## src/rtl/pll_pkg.sv

```systemverilog
// rtl/pll_pkg.sv - shared types, widths, default constants and helpers for the PLL loop controller
package pll_pkg;

   localparam int FTW_W = 32;
   localparam int PH_W  = 16;

   localparam logic [FTW_W-1:0] PLL_SWEEP_START = 32'h28F5C28F;
   localparam logic [FTW_W-1:0] PLL_SWEEP_STOP  = 32'h2B851EB8;
   localparam logic [FTW_W-1:0] PLL_SWEEP_STEP  = 32'h00010000;

   // Phase thresholds in centidegrees
   localparam logic [PH_W-1:0] PLL_CAPTURE_TH = 16'd3000;
   localparam logic [PH_W-1:0] PLL_LOCK_TH    = 16'd500;
   localparam logic [PH_W-1:0] PLL_UNLOCK_TH  = 16'd2000;

   typedef enum logic [1:0] {
      ST_IDLE    = 2'd0,
      ST_SWEEP   = 2'd1,
      ST_ACQUIRE = 2'd2,
      ST_LOCKED  = 2'd3
   } pll_state_t;

   // Most-negative input folds onto the most-positive magnitude instead of overflowing
   function automatic logic [PH_W-1:0] abs_phase(input logic signed [PH_W-1:0] p);
      if (p == {1'b1, {(PH_W-1){1'b0}}})
         return {1'b0, {(PH_W-1){1'b1}}};
      return (p < 0) ? -p : p;
   endfunction

   function automatic logic [FTW_W-1:0] clamp_ftw(input logic signed [FTW_W+1:0] v,
                                                  input logic [FTW_W-1:0] lo,
                                                  input logic [FTW_W-1:0] hi);
      if (v < $signed({2'b00, lo}))
         return lo;
      if (v > $signed({2'b00, hi}))
         return hi;
      return v[FTW_W-1:0];
   endfunction

endpackage

```

## src/rtl/pll_pi_filter.sv

```systemverilog
// rtl/pll_pi_filter.sv - PI datapath: registered saturating integrator plus combinational tuning word
module pll_pi_filter
   import pll_pkg::*;
#(
   parameter logic [FTW_W-1:0] FTW_MIN  = PLL_SWEEP_START,
   parameter logic [FTW_W-1:0] FTW_MAX  = PLL_SWEEP_STOP,
   parameter int               KP_SHIFT = 4,
   parameter int               KI_SHIFT = 10
) (
   input  logic                   clk,
   input  logic                   reset,
   input  logic                   clear,
   input  logic                   load,
   input  logic [FTW_W-1:0]       load_val,
   input  logic                   update,
   input  logic signed [PH_W-1:0] phase,
   output logic [FTW_W-1:0]       ftw_pi
);

   logic [FTW_W-1:0]        integ;
   logic [FTW_W-1:0]        integ_n;
   logic signed [FTW_W+1:0] phase_ext;
   logic signed [FTW_W+1:0] integ_sum;
   logic signed [FTW_W+1:0] prop_sum;

   // Two guard bits keep the sums exact so saturation never sees a wrapped value
   always_comb begin
      phase_ext = {{(FTW_W+2-PH_W){phase[PH_W-1]}}, phase};
      integ_sum = $signed({2'b00, integ}) + (phase_ext >>> KI_SHIFT);
      integ_n   = clamp_ftw(integ_sum, FTW_MIN, FTW_MAX);
      prop_sum  = $signed({2'b00, integ_n}) + (phase_ext >>> KP_SHIFT);
      ftw_pi    = clamp_ftw(prop_sum, FTW_MIN, FTW_MAX);
   end

   always_ff @(posedge clk or negedge reset) begin
      if (!reset)
         integ <= '0;
      else if (clear)
         integ <= '0;
      else if (load)
         integ <= load_val;
      else if (update)
         integ <= integ_n;
   end

endmodule

```

## src/rtl/pll_loop_ctrl.sv

```systemverilog
// rtl/pll_loop_ctrl.sv - sweep / capture / PI-track controller driving the NCO tuning word
module pll_loop_ctrl
   import pll_pkg::*;
#(
   parameter logic [FTW_W-1:0] SWEEP_START = PLL_SWEEP_START,
   parameter logic [FTW_W-1:0] SWEEP_STOP  = PLL_SWEEP_STOP,
   parameter logic [FTW_W-1:0] SWEEP_STEP  = PLL_SWEEP_STEP,
   parameter int               DWELL       = 64,
   parameter logic [PH_W-1:0]  CAPTURE_TH  = PLL_CAPTURE_TH,
   parameter int               CAPTURE_CNT = 8,
   parameter logic [PH_W-1:0]  LOCK_TH     = PLL_LOCK_TH,
   parameter int               LOCK_CNT    = 256,
   parameter logic [PH_W-1:0]  UNLOCK_TH   = PLL_UNLOCK_TH,
   parameter int               UNLOCK_CNT  = 4,
   parameter int               KP_SHIFT    = 4,
   parameter int               KI_SHIFT    = 10
) (
   input  logic                   clk,
   input  logic                   reset,
   input  logic                   enable,
   input  logic signed [PH_W-1:0] phase_in,
   input  logic                   phase_valid,
   output logic [FTW_W-1:0]       ftw_out,
   output logic                   ftw_valid,
   output logic [1:0]             state_out,
   output logic                   locked,
   output logic                   sweep_wrap
);

   localparam int DW = $clog2(DWELL + 1);
   localparam int CW = $clog2(CAPTURE_CNT + 1);
   localparam int LW = $clog2(LOCK_CNT + 1);
   localparam int UW = $clog2(UNLOCK_CNT + 1);
   localparam logic [DW-1:0] DWELL_V  = DW'(DWELL);
   localparam logic [CW-1:0] CAP_V    = CW'(CAPTURE_CNT);
   localparam logic [LW-1:0] LOCK_V   = LW'(LOCK_CNT);
   localparam logic [UW-1:0] UNLOCK_V = UW'(UNLOCK_CNT);

   pll_state_t       state_q, state_n;
   logic [DW-1:0]    dwell_q, dwell_n;
   logic [CW-1:0]    cap_q, cap_n;
   logic [LW-1:0]    lock_q, lock_n;
   logic [UW-1:0]    unlock_q, unlock_n;
   logic [FTW_W-1:0] ftw_n, ftw_pi;
   logic             ftw_valid_n, wrap_n;
   logic             pi_clear, pi_load, pi_update;
   logic [PH_W-1:0]  mag;
   logic [FTW_W:0]   step_sum;

   assign mag       = abs_phase(phase_in);
   assign step_sum  = {1'b0, ftw_out} + {1'b0, SWEEP_STEP};
   assign state_out = state_q;
   assign locked    = (state_q == ST_LOCKED);

   pll_pi_filter #(
      .FTW_MIN  (SWEEP_START),
      .FTW_MAX  (SWEEP_STOP),
      .KP_SHIFT (KP_SHIFT),
      .KI_SHIFT (KI_SHIFT)
   ) u_pi (
      .clk      (clk),
      .reset    (reset),
      .clear    (pi_clear),
      .load     (pi_load),
      .load_val (ftw_out),
      .update   (pi_update),
      .phase    (phase_in),
      .ftw_pi   (ftw_pi)
   );

   always_comb begin
      state_n     = state_q;
      ftw_n       = ftw_out;
      ftw_valid_n = 1'b0;
      wrap_n      = 1'b0;
      dwell_n     = dwell_q;
      cap_n       = cap_q;
      lock_n      = lock_q;
      unlock_n    = unlock_q;
      pi_clear    = 1'b0;
      pi_load     = 1'b0;
      pi_update   = 1'b0;
      if (!enable) begin
         state_n  = ST_IDLE;
         dwell_n  = '0;
         cap_n    = '0;
         lock_n   = '0;
         unlock_n = '0;
         pi_clear = 1'b1;
      end else begin
         case (state_q)
            ST_IDLE: begin
               state_n     = ST_SWEEP;
               ftw_n       = SWEEP_START;
               ftw_valid_n = 1'b1;
            end
            ST_SWEEP: if (phase_valid) begin
               cap_n = (mag < CAPTURE_TH) ? cap_q + 1'b1 : '0;
               // A capture on this sample suppresses any dwell step it would also cause
               if (cap_n == CAP_V) begin
                  state_n = ST_ACQUIRE;
                  pi_load = 1'b1;
                  cap_n   = '0;
                  dwell_n = '0;
                  lock_n  = '0;
               end else begin
                  dwell_n = dwell_q + 1'b1;
                  if (dwell_n == DWELL_V) begin
                     dwell_n     = '0;
                     ftw_valid_n = 1'b1;
                     if (step_sum > {1'b0, SWEEP_STOP}) begin
                        ftw_n  = SWEEP_START;
                        wrap_n = 1'b1;
                     end else begin
                        ftw_n = step_sum[FTW_W-1:0];
                     end
                  end
               end
            end
            ST_ACQUIRE: if (phase_valid) begin
               pi_update   = 1'b1;
               ftw_n       = ftw_pi;
               ftw_valid_n = 1'b1;
               lock_n      = (mag <= LOCK_TH) ? lock_q + 1'b1 : '0;
               if (lock_n == LOCK_V) begin
                  state_n  = ST_LOCKED;
                  lock_n   = '0;
                  unlock_n = '0;
               end
            end
            ST_LOCKED: if (phase_valid) begin
               pi_update   = 1'b1;
               ftw_n       = ftw_pi;
               ftw_valid_n = 1'b1;
               unlock_n    = (mag > UNLOCK_TH) ? unlock_q + 1'b1 : '0;
               if (unlock_n == UNLOCK_V) begin
                  state_n   = ST_SWEEP;
                  ftw_n     = SWEEP_START;
                  pi_clear  = 1'b1;
                  pi_update = 1'b0;
                  unlock_n  = '0;
                  dwell_n   = '0;
                  cap_n     = '0;
               end
            end
            default: state_n = ST_IDLE;
         endcase
      end
   end

   always_ff @(posedge clk or negedge reset) begin
      if (!reset) begin
         state_q    <= ST_IDLE;
         ftw_out    <= SWEEP_START;
         ftw_valid  <= 1'b0;
         sweep_wrap <= 1'b0;
         dwell_q    <= '0;
         cap_q      <= '0;
         lock_q     <= '0;
         unlock_q   <= '0;
      end else begin
         state_q    <= state_n;
         ftw_out    <= ftw_n;
         ftw_valid  <= ftw_valid_n;
         sweep_wrap <= wrap_n;
         dwell_q    <= dwell_n;
         cap_q      <= cap_n;
         lock_q     <= lock_n;
         unlock_q   <= unlock_n;
      end
   end

endmodule

```

## config.mk

```make
export PLATFORM = sky130hd
export DESIGN_NAME = pll_loop_ctrl
export DESIGN_NICKNAME = d
export VERILOG_FILES = /design/src/rtl/pll_pkg.sv /design/src/rtl/pll_pi_filter.sv /design/src/rtl/pll_loop_ctrl.sv
export SDC_FILE = /design/constraint.sdc
export NUM_CORES = 1
export LEC_CHECK = 0
export ABC_CLOCK_PERIOD_IN_PS = 9850
export CAP_MARGIN = 20
export CELL_PAD_IN_SITES_DETAIL_PLACEMENT = 1
export CELL_PAD_IN_SITES_GLOBAL_PLACEMENT = 1
export CORE_MARGIN = 1.5
export CORE_UTILIZATION = 47
export CTS_CLUSTER_DIAMETER = 200
export CTS_CLUSTER_SIZE = 10
export DETAILED_ROUTE_END_ITERATION = 10
export PLACE_DENSITY = 0.8
export SLEW_MARGIN = 30
export SYNTH_ARGS = -nofsm -noshare
export SYNTH_HDL_FRONTEND = slang
export SYNTH_HIERARCHICAL = 1
export SYNTH_SLANG_ARGS = --single-unit
```

## constraint.sdc

```tcl
create_clock -name clk -period 9.85 [get_ports clk]
set_input_delay 2.955 -clock clk [delete_from_list [all_inputs] [get_ports clk]]
set_output_delay 2.955 -clock clk [all_outputs]
set_load 0.02 [all_outputs]
```

==> out/results.ini, run 1 <==
[outcome]
outcome=did not finish
stop_stage=global routing (5_1_grt)
error=[ERROR GRT-0116] Global routing finished with congestion. Check the congestion regions in the DRC Viewer.

[synthesis]
async_flop_share_pct=100
yosysWarnings=6
synthCells=1630
synth_top_area_cell=dfrtp_1
yosys.area.top_type_share_pct=15.3
avgSynthCellArea_um2=7.53
synth_area_um2=12300
synth_edf_count=0
synth_flop_cell=dfrtp_1
synthTopCellsByArea=dfrtp_1 (15%), ha_1 (7.8%), a21oi_1 (4.5%), nand2_1 (4.5%), o21ai_0 (4.2%)
synth.most_common_cell=nand2_1
ys_types=101
synth_commonest_cells=nand2_1 (148), a21oi_1 (111), nor2_1 (111)
synth_seq_cells=91
ys_seq_area_share_pct=18.7

[place]
hpwl_um=48600
dp_slack_ns=-1.52
placement.cell_area_um2=16000
finalWeightedCongestion=1.05
portBuffers=56

[clocking]
hold_buffers=0
clockRootBuffer=clkbuf_16
cts_sinks=91
clock_path_buffers=2
htree_levels=3
cts_buffers=9

[global_routing]
grt_max_degree=58
grt_pass1_vias=22600
grt-ovfl-total=26
grt_pass1_wl_um=147000
grtUsageTotal_pct=73.6

[floorplan]
die_w_um=165
rows=58
start_util_pct=48.3
die_h_um=165
ios=57

[cell families after synthesis]
kind of cell | Yosys count | share of synthesized area (%)
compound gates | 610 | 35.6
xor+xnor | 53 | 3.78
fa+ha+maj | 79 | 8.17
buf+inv | 153 | 5.46
flops | 91 | 18.7
mux | 23 | 1.99
other cells | 2 | 0.0612
simple gates | 619 | 26.2
[per-stage QoR]
step                      setup TNS (ns)  hold slack [ns]  instances
after floorplan                        0            0.453       1641
after global placement            -19.44            0.488       2355
after detailed placement          -32.02            0.509       2355
after CTS                        -0.0584            0.533       2406
[layer usage]
| metal | GRT overflow | track usage [%] |
|---|---|---|
| met1 | 0 | 71.8 |
| met2 | 15 | 91.8 |
| met3 | 0 | 58.9 |
| met4 | 11 | 73.5 |
| met5 | 0 | 26.1 |
[what timing repair did]
action / 4_1_cts
pin swaps: 71
gates resized for setup: 228
cloned: 0
setup buffers: 36
endpoints found under the setup margin: 26
==> run 2, diff against run 1 <==
Settings changed: CELL_PAD_IN_SITES_DETAIL_PLACEMENT 1 to default, CELL_PAD_IN_SITES_GLOBAL_PLACEMENT 1 to default, CORE_UTILIZATION 47 to 35, CTS_CLUSTER_DIAMETER 200 to default, CTS_CLUSTER_SIZE 10 to default, PLACE_DENSITY 0.8 to default, PLACE_DENSITY_LB_ADDON from default to 0.15.
==> out/results.ini, run 2 <==
[timing]
tightest_slew_ns=0.980
fmax_ghz=0.103
fin_crit_sh_pct=98.6
tns_ns=0
slew_headroom_pct=34.4
min_period_ns=9.72
finalClockSkew_ns=0.0162
hold_viol=0
setup_viol=0
drv_slew=0
hold_ws_ns=0.508

[clocking]
htree_levels=3  ; unchanged
cts_sinks=91  ; unchanged
cts.reportedPaths.clkPinSlew_ns=0.08
clk_latency_ns=0.37
cts_buffers=9  ; unchanged
cts_tree=yes
clock_path_buffers=2  ; unchanged
clockRootBuffer=clkbuf_16
hold_buffers=0  ; unchanged

[synthesis]
synth_commonest_cells=nand2_1 (148), a21oi_1 (111), nor2_1 (111)
ys_types=101  ; unchanged
yosys.area.top_type_share_pct=15.3  ; unchanged
synth_top_area_cell=dfrtp_1
synth.most_common_cell=nand2_1
synthTopCellsByArea=dfrtp_1 (15%), ha_1 (7.8%), a21oi_1 (4.5%), nand2_1 (4.5%), o21ai_0 (4.2%)
synth_edf_count=0  ; unchanged
synth_area_um2=12300  ; unchanged
synth_seq_cells=91  ; unchanged
synth_flop_cell=dfrtp_1
yosysWarnings=6  ; unchanged
ys_seq_area_share_pct=18.7  ; unchanged
synthCells=1630  ; unchanged
async_flop_share_pct=100  ; unchanged
avgSynthCellArea_um2=7.53  ; unchanged

[floorplan]
die_w_um=190  ; +16%
start_util_pct=35.5  ; -13 points
dieArea_um2=36200
core_area_um2=34500
ios=57  ; unchanged
rows=68  ; +17%
die_h_um=190  ; +16%

[final_layout]
final_net_count=2141
reg.largest.list=ftw_out: 32 flops, u_pi/integ: 32 flops, lock_q: 9 flops
post-route-util_pct=50.5
syn_to_final_growth_pct=42.0
multiInputGateArea_um2=10100
postLayoutCellArea_um2=17400
mostFrequentLayoutCells=buf_4 (430), nand2_1 (144), nor2_1 (106)
regArea_um2=2300
layout-drive-gt1-share_pct=32.6
final.fill_count=3387
final_common_cell=buf_4

[pwr]
peakVddDrop_mv=0.118
leakage_nw=7.46
p_per_area_nw_per_um2=138

[global_routing]
grt-ovfl-total=0
grt_pass1_vias=14000
grtUsageTotal_pct=27.0
antenna_found_initial=0
grt_max_degree=65
grt_pass1_wl_um=77400

[run]
drv_cap=0

[setup_path]
ff2ff_path_depth=31
end_kind=flop
critPathKind=input pin to flop
endpoint=ftw_out[5]$_DFFE_PN0P_
required_ns=10.10
cpMostUsedCell=buf_4
cp_slowest_cell=or4_1
crit_arrival_ns=9.96
rr_endpoint=ftw_out[5]$_DFFE_PN0P_
r2r_start=u_pi/integ[0]$_DFFE_PN0P_
worstPathMaxFanout=6
slowest_delay_ns=0.52
start_kind=input pin
r2r_slack_ns=2.38
crit_start=phase_in[10]

[detailed_routing]
routed-via-count=14900
drtIter0Drc=1147
routed_via_density=5.97
drt-total-wl_um=50100
ant_nets=0
drc=0
dr.pass1.iters=5
wl_per_cell_um=20.0

[place]
finalWeightedCongestion=0.933  ; -11%
hpwl_um=39300  ; -19%
portBuffers=56  ; unchanged
placement.cell_area_um2=16000  ; -0.13%

[worst_hold_path]
hold_depth=2
hold_class=flop to flop

[outcome]
outcome=finished, final reports clean

[run 2: cell counts after synthesis]
No cell type changed its count.
[run 2: repair_timing]
action,in CTS,in global routing
resized for setup,73,108
pin swaps,41,48
setup buffers,22,12
gates cloned,0,2
setup endpoints to repair,26,26
[run 2: report_power, final]
part	total, mW	internal [mW]	leakage [nW]	switching (mW)
Combinational	1.39	0.648	6.10	0.744
Clock	0.386	0.209	0.152	0.177
Sequential	0.627	0.456	1.21	0.171
Total	2.40	1.31	7.46	1.09
[run 2: final cells by class]
cell class	instances	area share, %
multi-input cells	1397	58.1
clock buffers	10	1.37
repair buffers	494	22.6
clock inverters	6	0.431
flip-flops and latches	91	13.2
well taps	455	3.27
inverters	49	1.05
diodes	2	0.0287
[run 2: critical path: cells and delay by family]
family                     cells  cell delay (ns)
AOI/OAI and AO/OA             12             2.70
adders and majority gates      3             0.83
buffers and inverters          7             0.95
muxes                          1             0.26
and+or+nand+nor                9             2.28
[run 2: metrics by stage]
| step | cells | setup slack, ns | power, mW |
|---|---|---|---|
| after floorplan | 1641 | 0.0148 | 1.27 |
| after global placement | 2452 | -0.994 | 1.89 |
| after detailed placement | 2452 | -1.05 | 1.90 |
| after CTS | 2489 | 0.0201 | 2.34 |
| after global routing | 2502 | -0.0852 | 2.54 |
| final | 2504 | 0.133 | 2.40 |
[run 2: worst min-delay path by stage]
stage,startpoint,endpoint,slack (ns)
after floorplan,unlock_q[1]$_DFFE_PN0P_,unlock_q[1]$_DFFE_PN0P_,0.45
after global placement,unlock_q[1]$_DFFE_PN0P_,unlock_q[1]$_DFFE_PN0P_,0.47
after detailed placement,unlock_q[1]$_DFFE_PN0P_,unlock_q[1]$_DFFE_PN0P_,0.48
after CTS,unlock_q[1]$_DFFE_PN0P_,unlock_q[1]$_DFFE_PN0P_,0.50
after global routing,unlock_q[1]$_DFFE_PN0P_,unlock_q[1]$_DFFE_PN0P_,0.54
final,unlock_q[1]$_DFFE_PN0P_,unlock_q[1]$_DFFE_PN0P_,0.51
[run 2: cell families (layout without fill, tap and decap cells)]
logic type,Yosys count,count (layout),synth area share (%)
AOI/OAI and AO/OA,610,610,35.6
adders and majority gates,79,79,8.17
buffers and inverters,153,559,5.46
xor gates and xnor gates,53,53,3.78
DFF,91,91,18.7
and+or+nand+nor,619,619,26.2
other,2,15,0.0612
muxes,23,23,1.99
[run 2: per-layer routing]
layer  GRT usage (%)  part of all wire, %
met5               0                    0
met4            11.9                  4.3
met3            4.10                  6.7
met2            41.7                   44
met1            37.1                   45
(Power assumes the default switching activity.)
==> run 3, diff against run 2 <==
Settings changed: SYNTH_HIERARCHICAL 1 to default.
==> out/results.ini, run 3 <==
[global_routing]
grtUsageTotal_pct=25.9  ; -1.1 points
grt_pass1_wl_um=68400  ; -12%
grt-ovfl-total=0  ; unchanged
grt_max_degree=54  ; -17%
antenna_found_initial=0  ; unchanged
grt_pass1_vias=12500  ; -11%

[timing]
setup_viol=0  ; unchanged
setup_ws_ns=0.252  ; +0.119 ns
tns_ns=0  ; unchanged
min_period_ns=9.60  ; -0.119 ns
fmax_ghz=0.104  ; +1.2%
fin_crit_sh_pct=97.4  ; -1.2 points
slew_headroom_pct=40.2  ; +5.8 points
hold_viol=0  ; unchanged
finalClockSkew_ns=0.0150  ; -0.00112 ns
hold_ws_ns=0.495  ; -0.0133 ns
drv_slew=0  ; unchanged
tightest_slew_ns=0.889  ; -0.0908 ns

[run]
drv_cap=0  ; unchanged

[setup_path]
critPathKind=input pin to flop
crit_arrival_ns=9.86  ; -0.10 ns
end_kind=flop
required_ns=10.11  ; about the same
worstPathMaxFanout=12  ; +6
start_kind=input pin

[worst_hold_path]
hold_class=flop to flop

[clocking]
clockRootBuffer=clkbuf_16
clk_latency_ns=0.36  ; about the same
cts_tree=yes
htree_levels=3  ; unchanged
cts_sinks=91  ; unchanged
cts_buffers=9  ; unchanged
hold_buffers=0  ; unchanged
cts.reportedPaths.clkPinSlew_ns=0.07  ; about the same
clock_path_buffers=2  ; unchanged

[floorplan]
dieArea_um2=33100  ; -8.6%
rows=65  ; -4.4%
start_util_pct=35.5  ; about the same
die_h_um=182  ; -4.4%
core_area_um2=31600  ; -8.6%
ios=57  ; unchanged
die_w_um=182  ; -4.4%

[place]
placement.cell_area_um2=14600  ; -9.0%
dp_slack_ns=-0.754  ; +0.295 ns
hpwl_um=34600  ; -12%
finalWeightedCongestion=0.945  ; +1.2%
portBuffers=56  ; unchanged

[detailed_routing]
drc=0  ; unchanged
ant_nets=0  ; unchanged
drt-total-wl_um=43500  ; -13%
routed-via-count=13200  ; -12%
routed_via_density=5.86  ; -1.9%
wl_per_cell_um=19.2  ; -3.8%
drtIter0Drc=872  ; -24%
dr.pass1.iters=5  ; unchanged

[synthesis]
yosysWarnings=0  ; -6
synthTopCellsByArea=dfrtp_1 (17%), ha_1 (8.6%), a21oi_1 (5.5%), o21ai_0 (5.2%), nand2_1 (4.5%)
synth.most_common_cell=nand2_1
ys_seq_area_share_pct=20.5  ; +1.8 points
synth_flop_cell=dfrtp_1
synth_top_area_cell=dfrtp_1
yosys.area.top_type_share_pct=16.7  ; +1.5 points
synthCells=1481  ; -9.1%
ys_types=101  ; unchanged
async_flop_share_pct=100  ; unchanged
synth_edf_count=0  ; unchanged
synth_seq_cells=91  ; unchanged
synth_area_um2=11200  ; -8.7%
avgSynthCellArea_um2=7.57  ; +0.48%
synth_commonest_cells=nand2_1 (133), a21oi_1 (123), o21ai_0 (116)

[final_layout]
final_net_count=1950  ; -8.9%
post-route-util_pct=50.2  ; -0.22 points
layout-drive-gt1-share_pct=31.1  ; -1.5 points
final.fill_count=3117  ; -8.0%
final_common_cell=buf_4
mostFrequentLayoutCells=buf_4 (370), nand2_1 (129), a21oi_1 (108)
syn_to_final_growth_pct=41.5
postLayoutCellArea_um2=15900  ; -9.0%
antenna_cells=0  ; -2
reg.largest.list=ftw_out: 32 flops, u_pi.integ: 32 flops, lock_q: 9 flops

[pwr]
p_per_area_nw_per_um2=162  ; +17%
leakage_nw=6.92  ; -7.2%
peakVddDrop_mv=0.0981  ; -17%

[outcome]
outcome=finished, final reports clean

## run 3: cell count changes after synthesis, moves of 12 or more
cell / delta
nor2_1: -30
clkbuf_1: -17
nand2_1: -15
a221oi_1: -13
a21oi_1: +12
a2bb2oi_1: -12
o21ai_0: +12
o21ai_1: +12
## run 3: metal layers
metal | vias up | global-route usage, % | wire length (µm)
met3 | 63 | 3.49 | 2170
met4 | 0 | 7.74 | 1090
met2 | 331 | 43.3 | 20300
met1 | 6412 | 34.8 | 19900
met5 | - | 0 | 0
li1 | 6420 | - | -
## run 3: report_power, final
| part | switching [mW] | leakage, nW | internal [mW] |
|---|---|---|---|
| sequential | 0.125 | 1.20 | 0.465 |
| clock | 0.160 | 0.139 | 0.180 |
| combinational | 0.877 | 5.58 | 0.755 |
## run 3: repair_timing
| action | in CTS | in global routing |
|---|---|---|
| pin swaps | 19 | 55 |
| buffers inserted | 12 | 14 |
| gates resized for setup | 53 | 106 |
| cloned | 0 | 1 |
| setup endpoints to repair | 26 | 26 |
## run 3: logic make-up after synthesis
logic type | after synthesis | synth area share [%]
xor+xnor | 60 | 4.69
mux | 7 | 0.670
buf+inv | 128 | 5.00
other cells | 2 | 0.0670
flops | 91 | 20.5
simple gates | 545 | 25.5
fa+ha+maj | 79 | 8.95
compound gates | 569 | 34.7
## run 3: critical path: stages
cell and delay [ns]:
clkdlybuf4s50_1 0.53, ha_4 0.35, o21a_1 0.17, nand4_1 0.21, or3_4 0.43, nand2_2 0.12, and4_1 0.20, nor4_2 0.07
or4_1 0.55, or3_1 0.34, a31o_4 0.27, buf_6 0.15, or3_4 0.35, ha_4 0.19, a211o_4 0.34, a211o_1 0.30
o22a_1 0.23, a2111oi_4 0.29, a211oi_2 0.08, or4b_4 0.52, a2111oi_4 0.40, buf_4 0.17, o41ai_1 0.07, o21ai_1 0.12
buf_4 0.15, a311oi_2 0.05, nor3_1 0.23
## run 3: metrics by stage
step,std cells,power (mW)
detailed placement,2215,2.07
finish,2258,2.56
global route,2258,2.73
CTS,2243,2.47
floorplan,1486,1.35
global placement,2215,2.06
## run 3: final cells by class
cell class / instances / area [µm²] / share of cell area, %
clock buffer: 10 / 239 / 1.51
clock inverter: 6 / 47.5 / 0.300
inverter: 46 / 173 / 1.09
multi-input combinational: 1267 / 9120 / 57.5
sequential: 91 / 2300 / 14.5
tap: 402 / 503 / 3.17
timing repair buffer: 436 / 3480 / 21.9
## run 3: final timing paths
kind / startpoint / depth (start not counted) / end / slack [ns]
setup reg to reg: u_pi.integ[1]$_DFFE_PN0P_ / 28 / ftw_out[21]$_DFFE_PN1P_ / 2.77
max in group asynchronous: reset / 2 / ftw_out[8]$_DFFE_PN0P_ / 6.17
hold reg to reg: u_pi.integ[22]$_DFFE_PN0P_ / 2 / u_pi.integ[22]$_DFFE_PN0P_ / 0.49
setup / recovery: phase_in[14] / 27 / ftw_out[21]$_DFFE_PN1P_ / 0.25
min in group asynchronous: reset / 1 / dwell_q[4]$_DFFE_PN0P_ / 2.56
hold / removal: u_pi.integ[22]$_DFFE_PN0P_ / 2 / u_pi.integ[22]$_DFFE_PN0P_ / 0.49
==> run 4, diff against run 3 <==
Settings changed: SKIP_LAST_GASP from default to 1.
==> results of run 4 <==
The final DEF is identical to that of run 3; final timing and power are the same.
